==> src/rtl/ro_puf_pkg.sv <==
// Shared state encoding, sizing helpers and defaults for the ring-oscillator PUF arbiter/counter.
package ro_puf_pkg;

   typedef enum logic [2:0] {
      IDLE    = 3'd0,
      CLEAR   = 3'd1,
      COUNT   = 3'd2,
      COMPARE = 3'd3,
      DONE    = 3'd4
   } state_t;

   localparam int unsigned THRESH_DEFAULT = 8;

   // Width of a challenge index for a bank of num_ro oscillators.
   function automatic int unsigned sel_width(input int unsigned num_ro);
      return (num_ro < 2) ? 1 : $clog2(num_ro);
   endfunction

   // Width of the window counter; must hold WINDOW-1.
   function automatic int unsigned win_width(input int unsigned window);
      return (window < 1) ? 1 : $clog2(window + 1);
   endfunction

endpackage

==> src/rtl/ro_edge_counter.sv <==
// One RO channel: synchroniser, rising-edge detect and a saturating edge counter.
module ro_edge_counter #(
   parameter int unsigned CNT_W       = 16,
   parameter int unsigned SYNC_STAGES = 2
) (
   input  logic             clk,
   input  logic             reset,
   input  logic             ro,
   input  logic             clr,
   input  logic             cnt_en,
   input  logic             freeze,
   output logic [CNT_W-1:0] count,
   output logic             sat_c
);

   logic [SYNC_STAGES-1:0] sync_q;
   logic                   prev_q;
   logic                   lvl_c;
   logic                   rise_c;

   assign lvl_c  = sync_q[SYNC_STAGES-1];
   assign rise_c = lvl_c & ~prev_q;
   assign sat_c  = &count;

   // prev_q tracks the synchronised level every cycle, so loading it during
   // clr (and while paused) never produces a stale edge later.
   always_ff @(posedge clk) begin
      if (reset) begin
         sync_q <= '0;
         prev_q <= 1'b0;
         count  <= '0;
      end else begin
         sync_q <= {sync_q[SYNC_STAGES-2:0], ro};
         prev_q <= lvl_c;
         if (clr) begin
            count <= '0;
         end else if (cnt_en && !freeze && rise_c && !sat_c) begin
            count <= count + CNT_W'(1);
         end
      end
   end

endmodule

==> src/rtl/ro_puf_arbiter_counter.sv <==
// RO-PUF arbiter: counts edges of two challenge-selected ROs over a window and compares them.
// Optional macro RO_PUF_RELIABILITY_EN adds THRESH and an 'unreliable' flag output.
module ro_puf_arbiter_counter
   import ro_puf_pkg::*;
#(
   parameter int unsigned NUM_RO      = 16,
   parameter int unsigned CNT_W       = 16,
   parameter int unsigned WINDOW      = 4096,
   parameter int unsigned SYNC_STAGES = 2
`ifdef RO_PUF_RELIABILITY_EN
   ,
   parameter int unsigned THRESH      = THRESH_DEFAULT
`endif
) (
   input  logic                      clk,
   input  logic                      reset,
   input  logic                      enable,
   input  logic                      start,
   input  logic [$clog2(NUM_RO)-1:0] sel_a,
   input  logic [$clog2(NUM_RO)-1:0] sel_b,
   input  logic [NUM_RO-1:0]         ro_in,
   output logic                      busy,
   output logic                      resp_valid,
   input  logic                      resp_ready,
   output logic                      resp_bit,
   output logic                      tie,
   output logic                      saturated,
   output logic [CNT_W-1:0]          count_a,
   output logic [CNT_W-1:0]          count_b
`ifdef RO_PUF_RELIABILITY_EN
   ,
   output logic                      unreliable
`endif
);

   localparam int unsigned SEL_W = sel_width(NUM_RO);
   localparam int unsigned WIN_W = win_width(WINDOW);

   state_t             state_q, state_d;
   logic [SEL_W-1:0]   sel_a_q, sel_a_d;
   logic [SEL_W-1:0]   sel_b_q, sel_b_d;
   logic [WIN_W-1:0]   win_q, win_d;
   logic               busy_d, resp_valid_d, resp_bit_d, tie_d, saturated_d;
   logic [CNT_W-1:0]   count_a_d, count_b_d;

   logic               ro_a_c, ro_b_c;
   logic               clr_c, cnt_en_c, freeze_c;
   logic [CNT_W-1:0]   cnt_a, cnt_b;
   logic               sat_a_c, sat_b_c;

   // Pair mux ahead of the synchronisers; out-of-range indices read channel 0.
   always_comb begin
      ro_a_c = ro_in[0];
      ro_b_c = ro_in[0];
      for (int unsigned i = 1; i < NUM_RO; i++) begin
         if (sel_a_q == SEL_W'(i)) ro_a_c = ro_in[i];
         if (sel_b_q == SEL_W'(i)) ro_b_c = ro_in[i];
      end
   end

   assign freeze_c = sat_a_c | sat_b_c;

   ro_edge_counter #(
      .CNT_W       (CNT_W),
      .SYNC_STAGES (SYNC_STAGES)
   ) u_cnt_a (
      .clk    (clk),
      .reset  (reset),
      .ro     (ro_a_c),
      .clr    (clr_c),
      .cnt_en (cnt_en_c),
      .freeze (freeze_c),
      .count  (cnt_a),
      .sat_c  (sat_a_c)
   );

   ro_edge_counter #(
      .CNT_W       (CNT_W),
      .SYNC_STAGES (SYNC_STAGES)
   ) u_cnt_b (
      .clk    (clk),
      .reset  (reset),
      .ro     (ro_b_c),
      .clr    (clr_c),
      .cnt_en (cnt_en_c),
      .freeze (freeze_c),
      .count  (cnt_b),
      .sat_c  (sat_b_c)
   );

   // Next-state and next-output logic.
   always_comb begin
      state_d     = state_q;
      sel_a_d     = sel_a_q;
      sel_b_d     = sel_b_q;
      win_d       = win_q;
      resp_bit_d  = resp_bit;
      tie_d       = tie;
      saturated_d = saturated;
      count_a_d   = count_a;
      count_b_d   = count_b;
      clr_c       = 1'b0;
      cnt_en_c    = 1'b0;

      case (state_q)
         IDLE: begin
            if (start && enable) begin
               state_d = CLEAR;
               sel_a_d = SEL_W'(sel_a);
               sel_b_d = SEL_W'(sel_b);
            end
         end
         CLEAR: begin
            clr_c   = 1'b1;
            win_d   = '0;
            state_d = COUNT;
         end
         COUNT: begin
            cnt_en_c = enable;
            if (freeze_c) begin
               state_d = COMPARE;
            end else if (enable) begin
               if (win_q == WIN_W'(WINDOW - 1)) state_d = COMPARE;
               else                             win_d   = win_q + WIN_W'(1);
            end
         end
         COMPARE: begin
            resp_bit_d  = (cnt_a > cnt_b);
            tie_d       = (cnt_a == cnt_b);
            saturated_d = freeze_c;
            count_a_d   = cnt_a;
            count_b_d   = cnt_b;
            state_d     = DONE;
         end
         DONE: begin
            if (resp_ready) state_d = IDLE;
         end
         default: state_d = IDLE;
      endcase

      busy_d       = (state_d != IDLE);
      resp_valid_d = (state_d == DONE);
   end

   always_ff @(posedge clk) begin
      if (reset) begin
         state_q    <= IDLE;
         sel_a_q    <= '0;
         sel_b_q    <= '0;
         win_q      <= '0;
         busy       <= 1'b0;
         resp_valid <= 1'b0;
         resp_bit   <= 1'b0;
         tie        <= 1'b0;
         saturated  <= 1'b0;
         count_a    <= '0;
         count_b    <= '0;
      end else begin
         state_q    <= state_d;
         sel_a_q    <= sel_a_d;
         sel_b_q    <= sel_b_d;
         win_q      <= win_d;
         busy       <= busy_d;
         resp_valid <= resp_valid_d;
         resp_bit   <= resp_bit_d;
         tie        <= tie_d;
         saturated  <= saturated_d;
         count_a    <= count_a_d;
         count_b    <= count_b_d;
      end
   end

`ifdef RO_PUF_RELIABILITY_EN
   localparam int unsigned DIFF_W = CNT_W + 1;

   logic [DIFF_W-1:0] diff_c;
   logic              unreliable_d;

   // Magnitude of the count difference, one bit wider than the counters.
   always_comb begin
      if (cnt_a >= cnt_b) diff_c = {1'b0, cnt_a} - {1'b0, cnt_b};
      else                diff_c = {1'b0, cnt_b} - {1'b0, cnt_a};
      unreliable_d = unreliable;
      if (state_q == COMPARE) unreliable_d = (diff_c < DIFF_W'(THRESH)) | freeze_c;
   end

   always_ff @(posedge clk) begin
      if (reset) unreliable <= 1'b0;
      else       unreliable <= unreliable_d;
   end
`endif

endmodule

==> config.mk <==
export PLATFORM = sky130hd
export DESIGN_NAME = ro_puf_arbiter_counter
export DESIGN_NICKNAME = d
export VERILOG_FILES = /design/src/rtl/ro_puf_pkg.sv /design/src/rtl/ro_edge_counter.sv /design/src/rtl/ro_puf_arbiter_counter.sv
export SDC_FILE = /design/constraint.sdc
export NUM_CORES = 1
export LEC_CHECK = 0
export CORE_MARGIN = 3
export CORE_UTILIZATION = 45
export DETAILED_ROUTE_END_ITERATION = 16
export GPL_ROUTABILITY_DRIVEN = 0
export GPL_TIMING_DRIVEN = 0
export PLACE_DENSITY = 0.7
export SLEW_MARGIN = 25
export SYNTH_ARGS = -nofsm -noshare
export SYNTH_HDL_FRONTEND = slang
export SYNTH_SLANG_ARGS = --single-unit
==> constraint.sdc <==
create_clock -name clk -period 3.68 [get_ports clk]
set_clock_uncertainty 0.05 [all_clocks]
set_input_delay 0.368 -clock clk [delete_from_list [all_inputs] [get_ports clk]]
set_output_delay 0.368 -clock clk [all_outputs]
set_load 0.01 [all_outputs]
==> results by group <==
Logic synthesis
  • Yosys warns: 0
  • Syn_nets: 636
  • Leading area contributor after synthesis: dfxtp_1
  • Seq/Total Area, Yosys: 41.23%
  • Ys flop type: dfxtp_1
  • Gate Count Post-Synth: 588
  • Yosys reg bits: 99
  • Unique cell type count in the Yosys netlist: 54
  • Commonest cells in the netlist: 99 x dfxtp_1, 90 x nand2_1, 68 x a21oi_1, 51 x nor2_1, 25 x clkbuf_1
  • Share of the synthesized area in the top cell type: 41.23%
  • Count leader, synth: dfxtp_1
  • Post-synth EDFFs: 0
  • Syn Area/Cell: 8.175 um^2
  • Post-Syn Area: 4807 um^2
  • Async SR Flop Fraction: 0%
  • Top cells by area, synth: dfxtp_1 41%, a21oi_1 7.1%, nand2_1 7.0%

Placed design
  • HPWL Detailed: 9006 um
  • DP Worst Slack: 1.267 ns
  • Placed cell areas: 5608 um^2
  • Number of port buffers: 63

STA
  • WHS: 0.3922 ns
  • Tcrit/Tclk final: 66.84%
  • Max Transition Viols Final: 0
  • Rel. slew slack: 43.90%
  • Shortest period the worst path allows: 2.460 ns
  • Setup ws final: 1.220 ns
  • Final setup viols: 0
  • Final Hold Viols: 0
  • Final TNS setup: 0 ns
  • Max Fclk: 406.6 MHz
  • Unrepaired setup endpoints after global routing: no
  • Tightest Pin Transition: 0.8384 ns

Detailed routing
  • DR vias: 4450
  • Wirelength per Cell: 15.07 um
  • DRC Markers: 0
  • Initial drt markers: 225
  • Vias per std cell: 5.549
  • Routed WL: 12090 um
  • Number of routed nets with antenna violations: 0
  • DR pass1 iterations: 5

Worst setup path
  • CP required: 3.86 ns
  • Cells along the critical path: ha_1, nand2_1, nor4_1, a22oi_1, buf_2, buf_1, nand3_1, xnor2_1, nor2_1
  • CP max FO: 10
  • Top delay family on crit path: buffers and inverters
  • WS Path Type: reg -> reg
  • CP peak stage delay: 0.41 ns
  • Crit-path slowest cell: buf_1
  • Critical path buffers and inverters: 2
  • Worst Setup End Kind: flop
  • Crit path arrival time: 2.64 ns
  • Setup crit start kind: flop

Clock network
  • Sink Count: 99
  • H-tree Lvls: 3
  • Clk slew on worst S/H paths: 0.09 ns
  • TritonCTS clock tree: built
  • Cts repair resizes: 0
  • Postcts setup bufs: 0
  • Root Buffer: clkbuf_8
  • Worst skew pair latency: 0.37 ns
  • CTS Buf Count: 9
  • Worst-case clock buffer depth: 2
  • CTS Hold Buffers Added: 0

Power
  • Psw: 0.0004556 W
  • Max VDD drop: 0.1640 mV
  • Total chip power: 0.001952 W
  • Net Sw Frac: 23.34%
  • Part of the power in registers: 55.9%
  • Leak Pwr: 1.869 nW
  • P_int: 0.001496 W
  • Pwr/cell area: 336.0 nW/um^2
  • Clk pwr share: 36.6%
  • Comb power frac: 7.5%

GRT
  • Vias in the first global route: 4248
  • Initial antenna violation count: 0
  • Largest net degree at the start of global routing: 16
  • GRT Total Usage: 21.39%
  • GRT overflow: 0
  • First-pass GRT wire length: 19980 um

Final layout
  • Share of cells above drive strength 1: 4.955%
  • Antenna cell count: 0
  • Net count reported at finish: 710
  • # fillers: 958
  • Synthesis-to-finish area growth: 20.85%
  • Fin area: 5809 um^2

Floorplan
  • Die width: 109.4 um
  • Core box area: 10370 um^2
  • Die area: 11960 um^2
  • # IOs: 66
  • Initial cell density of the core: 46.36%
  • Row count: 37
  • Chip Height: 109.4 um

Job
  • Max Cap Violations: 0

Min path
  • HP Class: reg -> reg

Run status
  • Status: finished, final reports clean
[logic make-up (layout without fill, tap and decap cells)]
group	count (synthesis)	count (layout)	synth area share (%)
compound gates	131	131	15.96
xor+xnor	19	19	3.462
fa+ha+maj	19	19	4.945
buf+inv	56	134	4.581
flops	99	99	41.23
mux	16	16	4.112
simple gates	248	248	25.72
[sequential cells by signal, indices dropped and copies added, names as in the netlist, 2 cells and up]
name,flops
u_cnt_a.sync_q,2
sel_b_q,4
u_cnt_b.sync_q,2
sel_a_q,4
u_cnt_a.count,16
count_a,16
win_q,13
u_cnt_b.count,16
count_b,16
state_q,3
[through the flow]
| stage | instances | util [%] |
|---|---|---|
| after floorplan | 588 | - |
| after global placement | 787 | 54.08 |
| after detailed placement | 787 | 54.08 |
| after CTS | 802 | 56.02 |
| after global routing | 802 | 56.02 |
| final | 802 | 56.02 |
[layout by cell type, fill, tap and decap left out, drive strengths merged, types with 10 or more instances in the layout]
master         count
nand3             17
dfxtp             99
xnor2             14
a21oi             68
clkbuf            36
ha                19
nand4             23
clkdlybuf4s50     63
nor2b             10
or3               15
nand2             90
nor2              51
o21ai             25
mux2i             13
inv               23
[final cells by class]
class	count	area (um^2)	area share, %
Buffer	33	133.9	2.305
Clock buffer	11	151.4	2.606
Clock inverter	4	50.05	0.8615
Inverter	23	86.33	1.486
Multi-Input combinational cell	433	2605	44.84
Sequential cell	99	1982	34.12
Tap cell	136	170.2	2.929
Timing Repair Buffer	63	630.6	10.86
[worst reg2reg max path: cells and delay by family (launching register included)]
kind                       cells  cell delay [ns]
buffers and inverters          2             0.72
and+or+nand+nor                4             0.44
DFF                            1             0.38
AOI/OAI and AO/OA              1             0.31
adders and majority gates      1             0.26
xor gates and xnor gates       1             0.17
[final timing paths]
path	start	end	cells after the start	slack, ns
setup / recovery	u_cnt_b.count[0]$_SDFFE_PP0P_	u_cnt_b.count[6]$_SDFFE_PP0P_	9	1.22
hold / removal	u_cnt_a.sync_q[0]$_SDFF_PP0_	u_cnt_a.sync_q[1]$_SDFF_PP0_	1	0.39
setup reg to reg	u_cnt_b.count[0]$_SDFFE_PP0P_	u_cnt_b.count[6]$_SDFFE_PP0P_	9	1.22
hold reg to reg	u_cnt_a.sync_q[0]$_SDFF_PP0_	u_cnt_a.sync_q[1]$_SDFF_PP0_	1	0.39
[power by group through the flow]
stage / logic, W / clock network [W] / registers, W
floorplan: 0.0000855 / 0 / 0.00111
global placement: 0.000143 / 0 / 0.00112
detailed placement: 0.000146 / 0 / 0.00112
CTS: 0.000146 / 0.000737 / 0.00109
global route: 0.000162 / 0.000776 / 0.00109
finish: 0.000146 / 0.000715 / 0.00109
[layer usage]
metal | global-route usage (%) | wire length (um) | part of all wire (%) | vias up
met5 | 0 | 0 | 0 | -
met4 | 9.884 | 281 | 2.3 | 0
met3 | 2.819 | 626 | 5.2 | 23
met2 | 35.70 | 5708 | 47 | 125
met1 | 27.49 | 5473 | 45 | 2071
li1 | - | - | - | 2231
Power figures use the tool's default switching activity.
